==> config.mk <==
export PLATFORM = sky130hd
export DESIGN_NAME = frame_generator_impl_flat
export DESIGN_NICKNAME = d
export VERILOG_FILES = /design/src/rtl/frame_generator_impl_if.sv /design/src/rtl/frame_generator_impl.sv /design/src/flat_wrapper.sv
export SDC_FILE = /design/constraint.sdc
export NUM_CORES = 1
export LEC_CHECK = 0
export CAP_MARGIN = 20
export CORE_AREA = 4 4 257 259
export CTS_CLUSTER_DIAMETER = 50
export CTS_CLUSTER_SIZE = 25
export DETAILED_ROUTE_END_ITERATION = 6
export DIE_AREA = 0 0 261 263
export PLACE_DENSITY_LB_ADDON = 0.2
export SYNTH_ARGS = -nofsm -noshare
export SYNTH_HDL_FRONTEND = slang
export SYNTH_SLANG_ARGS = --single-unit
export TNS_END_PERCENT = 5
==> constraint.sdc <==
create_clock -name clk -period 13.5 [get_ports clk]
set_clock_uncertainty 0.2 [all_clocks]
set_input_delay 2.7 -clock clk [delete_from_list [all_inputs] [get_ports clk]]
set_output_delay 2.7 -clock clk [all_outputs]
set_load 0.005 [all_outputs]
==> src/rtl/frame_generator_impl_if.sv <==
// Shared configuration type and the byte-stream interface used by the UDP/IPv4 frame generator.
package frame_generator_pkg;

    typedef struct packed {
        logic        enable;
        logic [15:0] frame_size;
        logic [31:0] src_ip;
        logic [31:0] dst_ip;
        logic [47:0] src_mac;
        logic [47:0] dst_mac;
    } port_config_t;

    localparam logic [10:0] MIN_LEN = 11'd60;
    localparam logic [10:0] MAX_LEN = 11'd1514;

endpackage

interface frame_generator_impl_if;
    logic [7:0] tdata;
    logic       tvalid;
    logic       tlast;
    logic       tready;

    modport master (output tdata, output tvalid, output tlast, input tready);
    modport slave  (input tdata, input tvalid, input tlast, output tready);
endinterface

==> src/rtl/frame_generator_impl.sv <==
// Continuous Ethernet/IPv4/UDP test-frame generator: one byte per handshake, sequence
// number taken from the completed-frame counter, payload is an incrementing byte ramp.
module frame_generator_impl
    import frame_generator_pkg::*;
(
    input  logic                   clk,
    input  logic                   rst,
    input  logic                   start,
    input  logic                   stop,
    input  port_config_t           port_config,
    frame_generator_impl_if.master m_axis,
    output logic                   running,
    output logic [31:0]            frame_count
);

    typedef enum logic [1:0] {
        IDLE  = 2'd0,
        RUN   = 2'd1,
        DRAIN = 2'd2
    } state_t;

    state_t      state_q, state_d;

    logic [10:0] byte_idx_q, byte_idx_d;
    logic [10:0] len_q, len_d;
    logic [31:0] seq_q, seq_d;
    logic [31:0] frame_count_q, frame_count_d;
    logic [47:0] dst_mac_q, dst_mac_d;
    logic [47:0] src_mac_q, src_mac_d;
    logic [31:0] src_ip_q, src_ip_d;
    logic [31:0] dst_ip_q, dst_ip_d;

    logic        valid;
    logic        xfer;
    logic        last_byte;
    logic        halt_req;
    logic        frame_start;
    logic [10:0] eff_len;
    logic [15:0] ip_len;
    logic [15:0] udp_len;
    logic [18:0] hdr_sum;
    logic [16:0] fold1;
    logic [15:0] fold2;
    logic [15:0] ip_csum;
    logic [7:0]  byte_data;

    assign valid     = (state_q != IDLE);
    assign xfer      = valid && m_axis.tready;
    assign last_byte = (byte_idx_q == (len_q - 11'd1));
    assign halt_req  = stop || !port_config.enable;

    // Requested size clamped into the legal Ethernet range; sampled only when a frame begins.
    always_comb begin
        if (port_config.frame_size < 16'(MIN_LEN)) begin
            eff_len = MIN_LEN;
        end else if (port_config.frame_size > 16'(MAX_LEN)) begin
            eff_len = MAX_LEN;
        end else begin
            eff_len = port_config.frame_size[10:0];
        end
    end

    // ------------------------------------------------------------------
    // State register
    // ------------------------------------------------------------------
    // NOTE: sequential state uses non-blocking assignments so every flop samples pre-edge values.
    always_ff @(posedge clk or negedge rst) begin
        if (!rst) begin
            state_q <= IDLE;
        end else begin
            state_q <= state_d;
        end
    end

    // ------------------------------------------------------------------
    // Next-state logic
    // ------------------------------------------------------------------
    // NOTE: every always_comb output gets a default first so no path can infer a latch.
    always_comb begin
        state_d     = state_q;
        frame_start = 1'b0;
        case (state_q)
            IDLE: begin
                if (start && !stop && port_config.enable) begin
                    state_d     = RUN;
                    frame_start = 1'b1;
                end
            end
            RUN: begin
                if (xfer && last_byte) begin
                    if (halt_req) begin
                        state_d = IDLE;
                    end else begin
                        frame_start = 1'b1;
                    end
                end else if (halt_req) begin
                    state_d = DRAIN;
                end
            end
            DRAIN: begin
                if (xfer && last_byte) begin
                    state_d = IDLE;
                end
            end
            default: begin
                state_d = IDLE;
            end
        endcase
    end

    // ------------------------------------------------------------------
    // Datapath next values
    // ------------------------------------------------------------------
    always_comb begin
        frame_count_d = frame_count_q;
        byte_idx_d    = byte_idx_q;
        len_d         = len_q;
        seq_d         = seq_q;
        dst_mac_d     = dst_mac_q;
        src_mac_d     = src_mac_q;
        src_ip_d      = src_ip_q;
        dst_ip_d      = dst_ip_q;

        if (xfer && last_byte) begin
            frame_count_d = frame_count_q + 32'd1;
            byte_idx_d    = '0;
        end else if (xfer) begin
            byte_idx_d = byte_idx_q + 11'd1;
        end

        // A back-to-back frame takes the count that includes the frame just finished.
        if (frame_start) begin
            byte_idx_d = '0;
            len_d      = eff_len;
            seq_d      = frame_count_d;
            dst_mac_d  = port_config.dst_mac;
            src_mac_d  = port_config.src_mac;
            src_ip_d   = port_config.src_ip;
            dst_ip_d   = port_config.dst_ip;
        end
    end

    always_ff @(posedge clk or negedge rst) begin
        if (!rst) begin
            frame_count_q <= '0;
            byte_idx_q    <= '0;
            len_q         <= MIN_LEN;
            seq_q         <= '0;
            dst_mac_q     <= '0;
            src_mac_q     <= '0;
            src_ip_q      <= '0;
            dst_ip_q      <= '0;
        end else begin
            frame_count_q <= frame_count_d;
            byte_idx_q    <= byte_idx_d;
            len_q         <= len_d;
            seq_q         <= seq_d;
            dst_mac_q     <= dst_mac_d;
            src_mac_q     <= src_mac_d;
            src_ip_q      <= src_ip_d;
            dst_ip_q      <= dst_ip_d;
        end
    end

    // ------------------------------------------------------------------
    // Header arithmetic: all inputs are latched, so the checksum is settled from byte 0
    // ------------------------------------------------------------------
    assign ip_len  = {5'd0, len_q} - 16'd14;
    assign udp_len = {5'd0, len_q} - 16'd34;

    always_comb begin
        hdr_sum = 19'h04500
                + 19'(ip_len)
                + 19'(seq_q[15:0])
                + 19'h04011
                + 19'(src_ip_q[31:16])
                + 19'(src_ip_q[15:0])
                + 19'(dst_ip_q[31:16])
                + 19'(dst_ip_q[15:0]);
        fold1   = 17'(hdr_sum[15:0]) + 17'(hdr_sum[18:16]);
        fold2   = fold1[15:0] + 16'(fold1[16]);
        ip_csum = ~fold2;
    end

    // ------------------------------------------------------------------
    // Output logic
    // ------------------------------------------------------------------
    always_comb begin
        case (byte_idx_q)
            11'd0:   byte_data = dst_mac_q[47:40];
            11'd1:   byte_data = dst_mac_q[39:32];
            11'd2:   byte_data = dst_mac_q[31:24];
            11'd3:   byte_data = dst_mac_q[23:16];
            11'd4:   byte_data = dst_mac_q[15:8];
            11'd5:   byte_data = dst_mac_q[7:0];
            11'd6:   byte_data = src_mac_q[47:40];
            11'd7:   byte_data = src_mac_q[39:32];
            11'd8:   byte_data = src_mac_q[31:24];
            11'd9:   byte_data = src_mac_q[23:16];
            11'd10:  byte_data = src_mac_q[15:8];
            11'd11:  byte_data = src_mac_q[7:0];
            11'd12:  byte_data = 8'h08;
            11'd13:  byte_data = 8'h00;
            11'd14:  byte_data = 8'h45;
            11'd15:  byte_data = 8'h00;
            11'd16:  byte_data = ip_len[15:8];
            11'd17:  byte_data = ip_len[7:0];
            11'd18:  byte_data = seq_q[15:8];
            11'd19:  byte_data = seq_q[7:0];
            11'd20:  byte_data = 8'h00;
            11'd21:  byte_data = 8'h00;
            11'd22:  byte_data = 8'h40;
            11'd23:  byte_data = 8'h11;
            11'd24:  byte_data = ip_csum[15:8];
            11'd25:  byte_data = ip_csum[7:0];
            11'd26:  byte_data = src_ip_q[31:24];
            11'd27:  byte_data = src_ip_q[23:16];
            11'd28:  byte_data = src_ip_q[15:8];
            11'd29:  byte_data = src_ip_q[7:0];
            11'd30:  byte_data = dst_ip_q[31:24];
            11'd31:  byte_data = dst_ip_q[23:16];
            11'd32:  byte_data = dst_ip_q[15:8];
            11'd33:  byte_data = dst_ip_q[7:0];
            11'd34:  byte_data = 8'h12;
            11'd35:  byte_data = 8'h34;
            11'd36:  byte_data = 8'h56;
            11'd37:  byte_data = 8'h78;
            11'd38:  byte_data = udp_len[15:8];
            11'd39:  byte_data = udp_len[7:0];
            11'd40:  byte_data = 8'h00;
            11'd41:  byte_data = 8'h00;
            11'd42:  byte_data = seq_q[31:24];
            11'd43:  byte_data = seq_q[23:16];
            11'd44:  byte_data = seq_q[15:8];
            11'd45:  byte_data = seq_q[7:0];
            default: byte_data = byte_idx_q[7:0] - 8'd46;
        endcase
    end

    always_comb begin
        m_axis.tvalid = valid;
        m_axis.tlast  = valid && last_byte;
        m_axis.tdata  = valid ? byte_data : 8'h00;
        running       = valid;
        frame_count   = frame_count_q;
    end

endmodule

==> src/flat_wrapper.sv <==
// flat-port wrapper written by rule: the top's interface ports become plain ports
module frame_generator_impl_flat import frame_generator_pkg::*;
  (clk, rst, start, stop, port_config, running, frame_count, m_axis_tdata, m_axis_tvalid, m_axis_tlast, m_axis_tready);
  frame_generator_impl_if m_axis_i ();
  input  logic clk;
  input  logic rst;
  input  logic start;
  input  logic stop;
  input  port_config_t port_config;
  output logic running;
  output logic [31:0] frame_count;
  output wire logic [$bits(m_axis_i.tdata)-1:0] m_axis_tdata;
  output wire logic [$bits(m_axis_i.tvalid)-1:0] m_axis_tvalid;
  output wire logic [$bits(m_axis_i.tlast)-1:0] m_axis_tlast;
  input wire logic [$bits(m_axis_i.tready)-1:0] m_axis_tready;
  assign m_axis_tdata = m_axis_i.tdata;
  assign m_axis_tvalid = m_axis_i.tvalid;
  assign m_axis_tlast = m_axis_i.tlast;
  assign m_axis_i.tready = m_axis_tready;
  frame_generator_impl u_core (.clk(clk), .rst(rst), .start(start), .stop(stop), .port_config(port_config), .m_axis(m_axis_i), .running(running), .frame_count(frame_count));
endmodule
Word-level counts from Yosys, hierarchy flattened
Cells that the tools add are included.
{"block": "word_totals", "register_bits": 248, "latch_bits": 0, "mem_bits_rw": 0, "rom_bits": 0, "inputBits": 182, "out_inout_bits": 43, "mem_count": 0}
{"block": "classes", "add_sub_neg": 15, "mul": 0, "n_div": 0, "n_lt_le_gt_ge": 2, "eq_ne": 51, "n_shift": 0, "muxes": 18, "bitwise": 1, "n_reduce_logical": 16}
{"operator": "$pmux W8 S39", "count": 1}
{"operator": "$eq A11 B5 Y1 const B", "count": 16}
{"operator": "$eq A11 B6 Y1 const B", "count": 14}
{"operator": "$add A19 B16 Y19", "count": 5}
{"operator": "$eq A11 B4 Y1 const B", "count": 8}
{"operator": "$mux W11", "count": 5}
{"operator": "$eq A11 B3 Y1 const B", "count": 4}
{"operator": "$add A32 B1 Y32 const B", "count": 1}
{"operator": "$mux W32", "count": 1}
{"operator": "$eq A11 B2 Y1 const B", "count": 2}
{"operator": "$add A19 B15 Y19 const B", "count": 1}
{"operator": "$add A15 B16 Y17 const A", "count": 1}
{"operator": "$add A16 B3 Y17", "count": 1}
{"operator": "$add A16 B1 Y16", "count": 1}
{"operator": "$gt A16 B11 Y1 const B", "count": 1}
{"operator": "$lt A16 B6 Y1 const B", "count": 1}
{"operator": "$not A16 Y16", "count": 1}
{"operator": "$sub A11 B4 Y12 const B", "count": 1}
{"operator": "$sub A11 B6 Y12 const B", "count": 1}
{"operator": "$add A11 B1 Y11 const B", "count": 1}
{"operator": "$eq A11 B1 Y1 const B", "count": 1}
{"operator": "$eq A11 B11 Y1", "count": 1}
{"operator": "$logic_not A11 Y1", "count": 1}
{"operator": "$sub A11 B1 Y11 const B", "count": 1}
{"operator": "18 further kinds", "count": 32}

Depth between registers and ports, before layout
{"block": "depth", "word_depth": 13, "ltp_mapped": 44}

Worst setup path after synthesis
Ideal clock, no wire load.
{"block": "synth_path", "kind": "register -> output", "from": "register u_core.len_q[3]", "to": "output m_axis_tdata[3]", "arrival_time_ns": 8.785, "required_ns": 10.600, "setup_slack_ns": 1.815, "stages_incl_launch_ff": 43, "cell_sequence": "dfstp_2 -> clkbuf_1 -> nand3_1 -> and2_1 -> nand2_1 -> xor2_1 -> inv_1 -> ha_1 -> nor4_1 -> fa_1 -> inv_1 -> fa_1 -> fa_1 -> inv_1 -> ha_1 -> ha_1 -> buf_1 -> nand3_1 -> (+7 left out) -> xnor2_1 -> fa_1 -> a21oi_1 -> or2_2 -> nor2_1 -> nand3_1 -> nor4_1 -> nand4_1 -> nor3_1 -> ha_1 -> and3_1 -> nand2_1 -> nor2_1 -> nand2_1 -> nor4_1 -> xnor2_1 -> nand2_1 -> a221oi_1"}
{"block": "synth_between", "elab_chain_cells": 13}
{"element": "start: declaration", "line_no": "frame_generator_impl.sv:25", "rtl": "logic [10:0] len_q, len_d;"}
{"element": "start signal: assignment", "line_no": "frame_generator_impl.sv:156", "rtl": "len_q <= len_d;"}
{"element": "$sub A11 B4 Y12", "line_no": "frame_generator_impl.sv:168", "rtl": "assign ip_len = {5'd0, len_q} - 16'd14;"}
{"element": "$add A15 B16 Y17", "line_no": "frame_generator_impl.sv:173", "rtl": "+ 19'(ip_len)"}
{"element": "$add A19 B16 Y19", "line_no": "frame_generator_impl.sv:174", "rtl": "+ 19'(seq_q[15:0])"}
{"element": "$add A19 B15 Y19", "line_no": "frame_generator_impl.sv:175", "rtl": "+ 19'h04011"}
{"element": "$add A19 B16 Y19", "line_no": "frame_generator_impl.sv:176", "rtl": "+ 19'(src_ip_q[31:16])"}
{"element": "$add A19 B16 Y19", "line_no": "frame_generator_impl.sv:177", "rtl": "+ 19'(src_ip_q[15:0])"}
{"element": "$add A19 B16 Y19", "line_no": "frame_generator_impl.sv:178", "rtl": "+ 19'(dst_ip_q[31:16])"}
{"element": "$add A19 B16 Y19", "line_no": "frame_generator_impl.sv:179", "rtl": "+ 19'(dst_ip_q[15:0]);"}
{"element": "$add A16 B3 Y17", "line_no": "frame_generator_impl.sv:180", "rtl": "fold1 = 17'(hdr_sum[15:0]) + 17'(hdr_sum[18:16]);"}
{"element": "$add A16 B1 Y16", "line_no": "frame_generator_impl.sv:181", "rtl": "fold2 = fold1[15:0] + 16'(fold1[16]);"}
{"element": "$not A16 Y16", "line_no": "frame_generator_impl.sv:182", "rtl": "ip_csum = ~fold2;"}
{"element": "$pmux W8 S39 *", "line_no": "frame_generator_impl.sv:189", "rtl": "case (byte_idx_q)"}
{"element": "$mux W8 *", "line_no": "frame_generator_impl.sv:243", "rtl": "m_axis.tdata = valid ? byte_data : 8'h00;"}
{"element": "end: declaration", "line_no": "flat_wrapper.sv:12", "rtl": "output wire logic [$bits(m_axis_i.tdata)-1:0] m_axis_tdata;"}
Every way passes the cells marked *; elsewhere a longest branch is shown, timed or not.

Worst setup path after layout
{"block": "layout_path", "from": "register u_core.len_q[6]", "to": "output m_axis_tdata[6]"}
Same word-level chain as after synthesis.

==> metrics <==
CP Capture Type=primary output; Post-synth top flop=dfrtp_1; Starting DRT DRC Count=1,179; Warnings, synthesis=0; antenna violations before repair=2; Post-Syn Nets=2,114; Die Height=263 um; Setup Buffers After CTS=0; CP top delay family=adder cells; global-route wire length before repair=between 100 and 150 mm; CTS Buf Count=29; most frequent cells in the layout=544 x nand2_1, 244 x dfrtp_1, 221 x clkdlybuf4s50_1; grt total ovfl=0; Final Setup Violations=0; syn avg cell area=8.74 um2; Slowest cell on crit path=dfrtp_1; total global-route track usage=19.5%; critical setup path kind=flop to primary output; Starting Density=between 20% and 30%; Finished Core Util=31.4%; final net count=2,311; status=completed; drt first pass iters=5; CTS Buffer Depth=3; Worst R2R Setup Slack=7.42 ns; Skew-Pair Late Insertion Delay=0.58 ns; number of synthesized flops with an enable pin=0; TritonCTS clock tree=done; largest net degree at the start of global routing=about 110; die area=68,600 um2; layout cells sized above 1=around 7.4%; post-DR vias/cell=approximately 4.9; clk sinks=between 200 and 250; Worst slew margin=~25%; synthesized area=15,900 um2; routed via count=14,165; final hold slack=0.277 ns; Startpoint Class=flop; remaining antenna violation count=0; H-tree depth=1; # DRC=0; number of global-route vias before repair=14,571; Worst Path Required=roughly 11 ns; IO Count=225; CP max FO=14; CP Data Arrival Time=10.06 ns; final worst-path cycle share=96.0%; Max Freq=77.2 MHz; RSZ-0062 raised after global routing=true; Yosys cell types=76; post-layout min period=12.96 ns; WHS Path Cells=2; DR WL/cell=approximately 24 um; core area=63,900 um2; Buffers & Inverters on Critical Path=4; commonest non-fill, non-tap cell in the layout=nand2_1; clk slew on worst S/H paths=around 0.070 ns; Async S/R FF share, synth=100%; final hold viol count=0; root buf cell=clkbuf_16; r2r endpoint=u_core.seq_q[30]$_DFFE_PN0P_; R2R depth=13; die width=261 um; final WL=68.8 mm; area grow syn2layout=26.5%; worst flop-to-flop path startpoint=u_core.len_q[1]$_DFFE_PN0P_; row cnt=93; Crit path largest cell delay=around 0.79 ns; DP HPWL=55.2 mm; max-slew violation count=0; most frequent CP cell=nor2_1; routability cong.=0.963; Slew @ Worst Pin=about 1.1 ns; Hold Path End=u_core.src_mac_q[15]$_DFFE_PN0P_; Hold Path Class=flop to flop; Port Buffers=around 220; max-cap check violation count=0; Yosys reg bits=248; post-synthesis sequential area ratio=39.1%; post-synthesis cell count=about 1,800; HP Start=u_core.src_mac_q[15]$_DFFE_PN0P_
==> sequential cells by signal, indices dropped and copies added, names as in the netlist <==
name and flops:
u_core.dst_mac_q 48, u_core.dst_ip_q 32, u_core.src_ip_q 32, u_core.len_q 11, u_core.seq_q 32, u_core.src_mac_q 48, u_core.byte_idx_q 11, u_core.state_q 2
u_core.frame_count 32
==> synth_stat cells, drive strengths merged, types with 9 or more instances <==
cell / number / area share, %
a221oi: 29 / 1.6
a22oi: 40 / 1.9
nand3: 42 / 1.3
fa: 62 / 7.8
inv: 114 / 2.7
xor2: 49 / 2.7
ha: 54 / 4.3
and2: 9 / 0.35
nand4: 31 / 1.4
nor2: 90 / 2.1
a21oi: 49 / 1.5
nor4: 22 / 1.3
a22o: 15 / 0.83
nand2b: 9 / 0.35
dfrtp: 244 / 38
mux2: 27 / 1.9
nor3: 42 / 1.6
nand2: 547 / 13
a31oi: 9 / 0.35
xnor2: 54 / 3.0
clkbuf: 50 / 1.2
and3: 19 / 0.75
buf: 37 / 1.5
o21ai: 64 / 2.0
==> area by class of cell <==
| type | instances | area (um2) |
|---|---|---|
| Clock inverter | 23 | 239 |
| Clock buffer | 29 | 726 |
| Multi-Input combinational cell | 1366 | 8920 |
| Timing Repair Buffer | 253 | 2470 |
| Inverter | 115 | 432 |
| Fill cell | 6802 | 43800 |
| Tap cell | 855 | 1070 |
| Sequential cell | 248 | 6210 |
| Antenna cell | 2 | 5.00 |
==> worst max-delay path by stage <==
| stage | from | slack [ns] | cells after the start | endpoint |
|---|---|---|---|---|
| final | u_core.len_q[6]$_DFFE_PN0P_ | 0.54 | 39 | m_axis_tdata[6] |
| after floorplan | u_core.len_q[3]$_DFFE_PN1P_ | 1.82 | 42 | m_axis_tdata[3] |
| after global placement | u_core.len_q[3]$_DFFE_PN1P_ | 0.53 | 41 | m_axis_tdata[6] |
| after detailed placement | u_core.len_q[3]$_DFFE_PN1P_ | 0.20 | 41 | m_axis_tdata[6] |
| after CTS | u_core.len_q[3]$_DFFE_PN1P_ | 0.05 | 41 | m_axis_tdata[4] |
| after global routing | u_core.len_q[3]$_DFFE_PN1P_ | -0.08 | 41 | m_axis_tdata[6] |
==> worst min-delay path: stages (launching register included) <==
cell and delay [ns]:
dfrtp_1 0.34, nand2_1 0.05, nand2_1 0.06
==> logic make-up (layout without fill, tap and decap cells) <==
group	after synthesis	in the layout	share of synthesized area, %
AOI/OAI and AO/OA	276	276	12.1
xor gates and xnor gates	103	103	5.68
adders and majority gates	117	117	12.1
buffers and inverters	202	420	5.41
DFF	248	248	39.1
muxes	29	29	2.04
other	0	2	0
and+or+nand+nor	841	841	23.5
==> per-stage QoR <==
step / cell area [um2] / instances / setup slack [ns] / setup TNS, ns
after floorplan: 15900 / 1816 / 1.82 / 0
after global placement: 19000 / 2837 / 0.531 / 0
after detailed placement: 19000 / 2837 / 0.203 / 0
after CTS: 20000 / 2889 / 0.0461 / 0
after global routing: 20100 / 2889 / -0.0778 / -0.117
final: 20100 / 2891 / 0.539 / 0
==> what timing repair did <==
item | 4_1_cts | 5_1_grt
gates resized for setup | 7 | 16
hold buffers | 0 | 0
endpoints found under the setup margin | 8 | 8
pin swaps | 0 | 6
==> metal layers <==
layer  GRT usage, %  vias up  routed length (um)
met3           3.77       86                4420
li1               -     6523                   -
met1           26.7     7075               30200
met5              0        -                  13
met2           31.8      479               32200
met4           5.24        2                1880
Power is left out: the tool's default activity adds up to more than one toggle a clock period on the data nets, which glitch-free logic cannot reach.
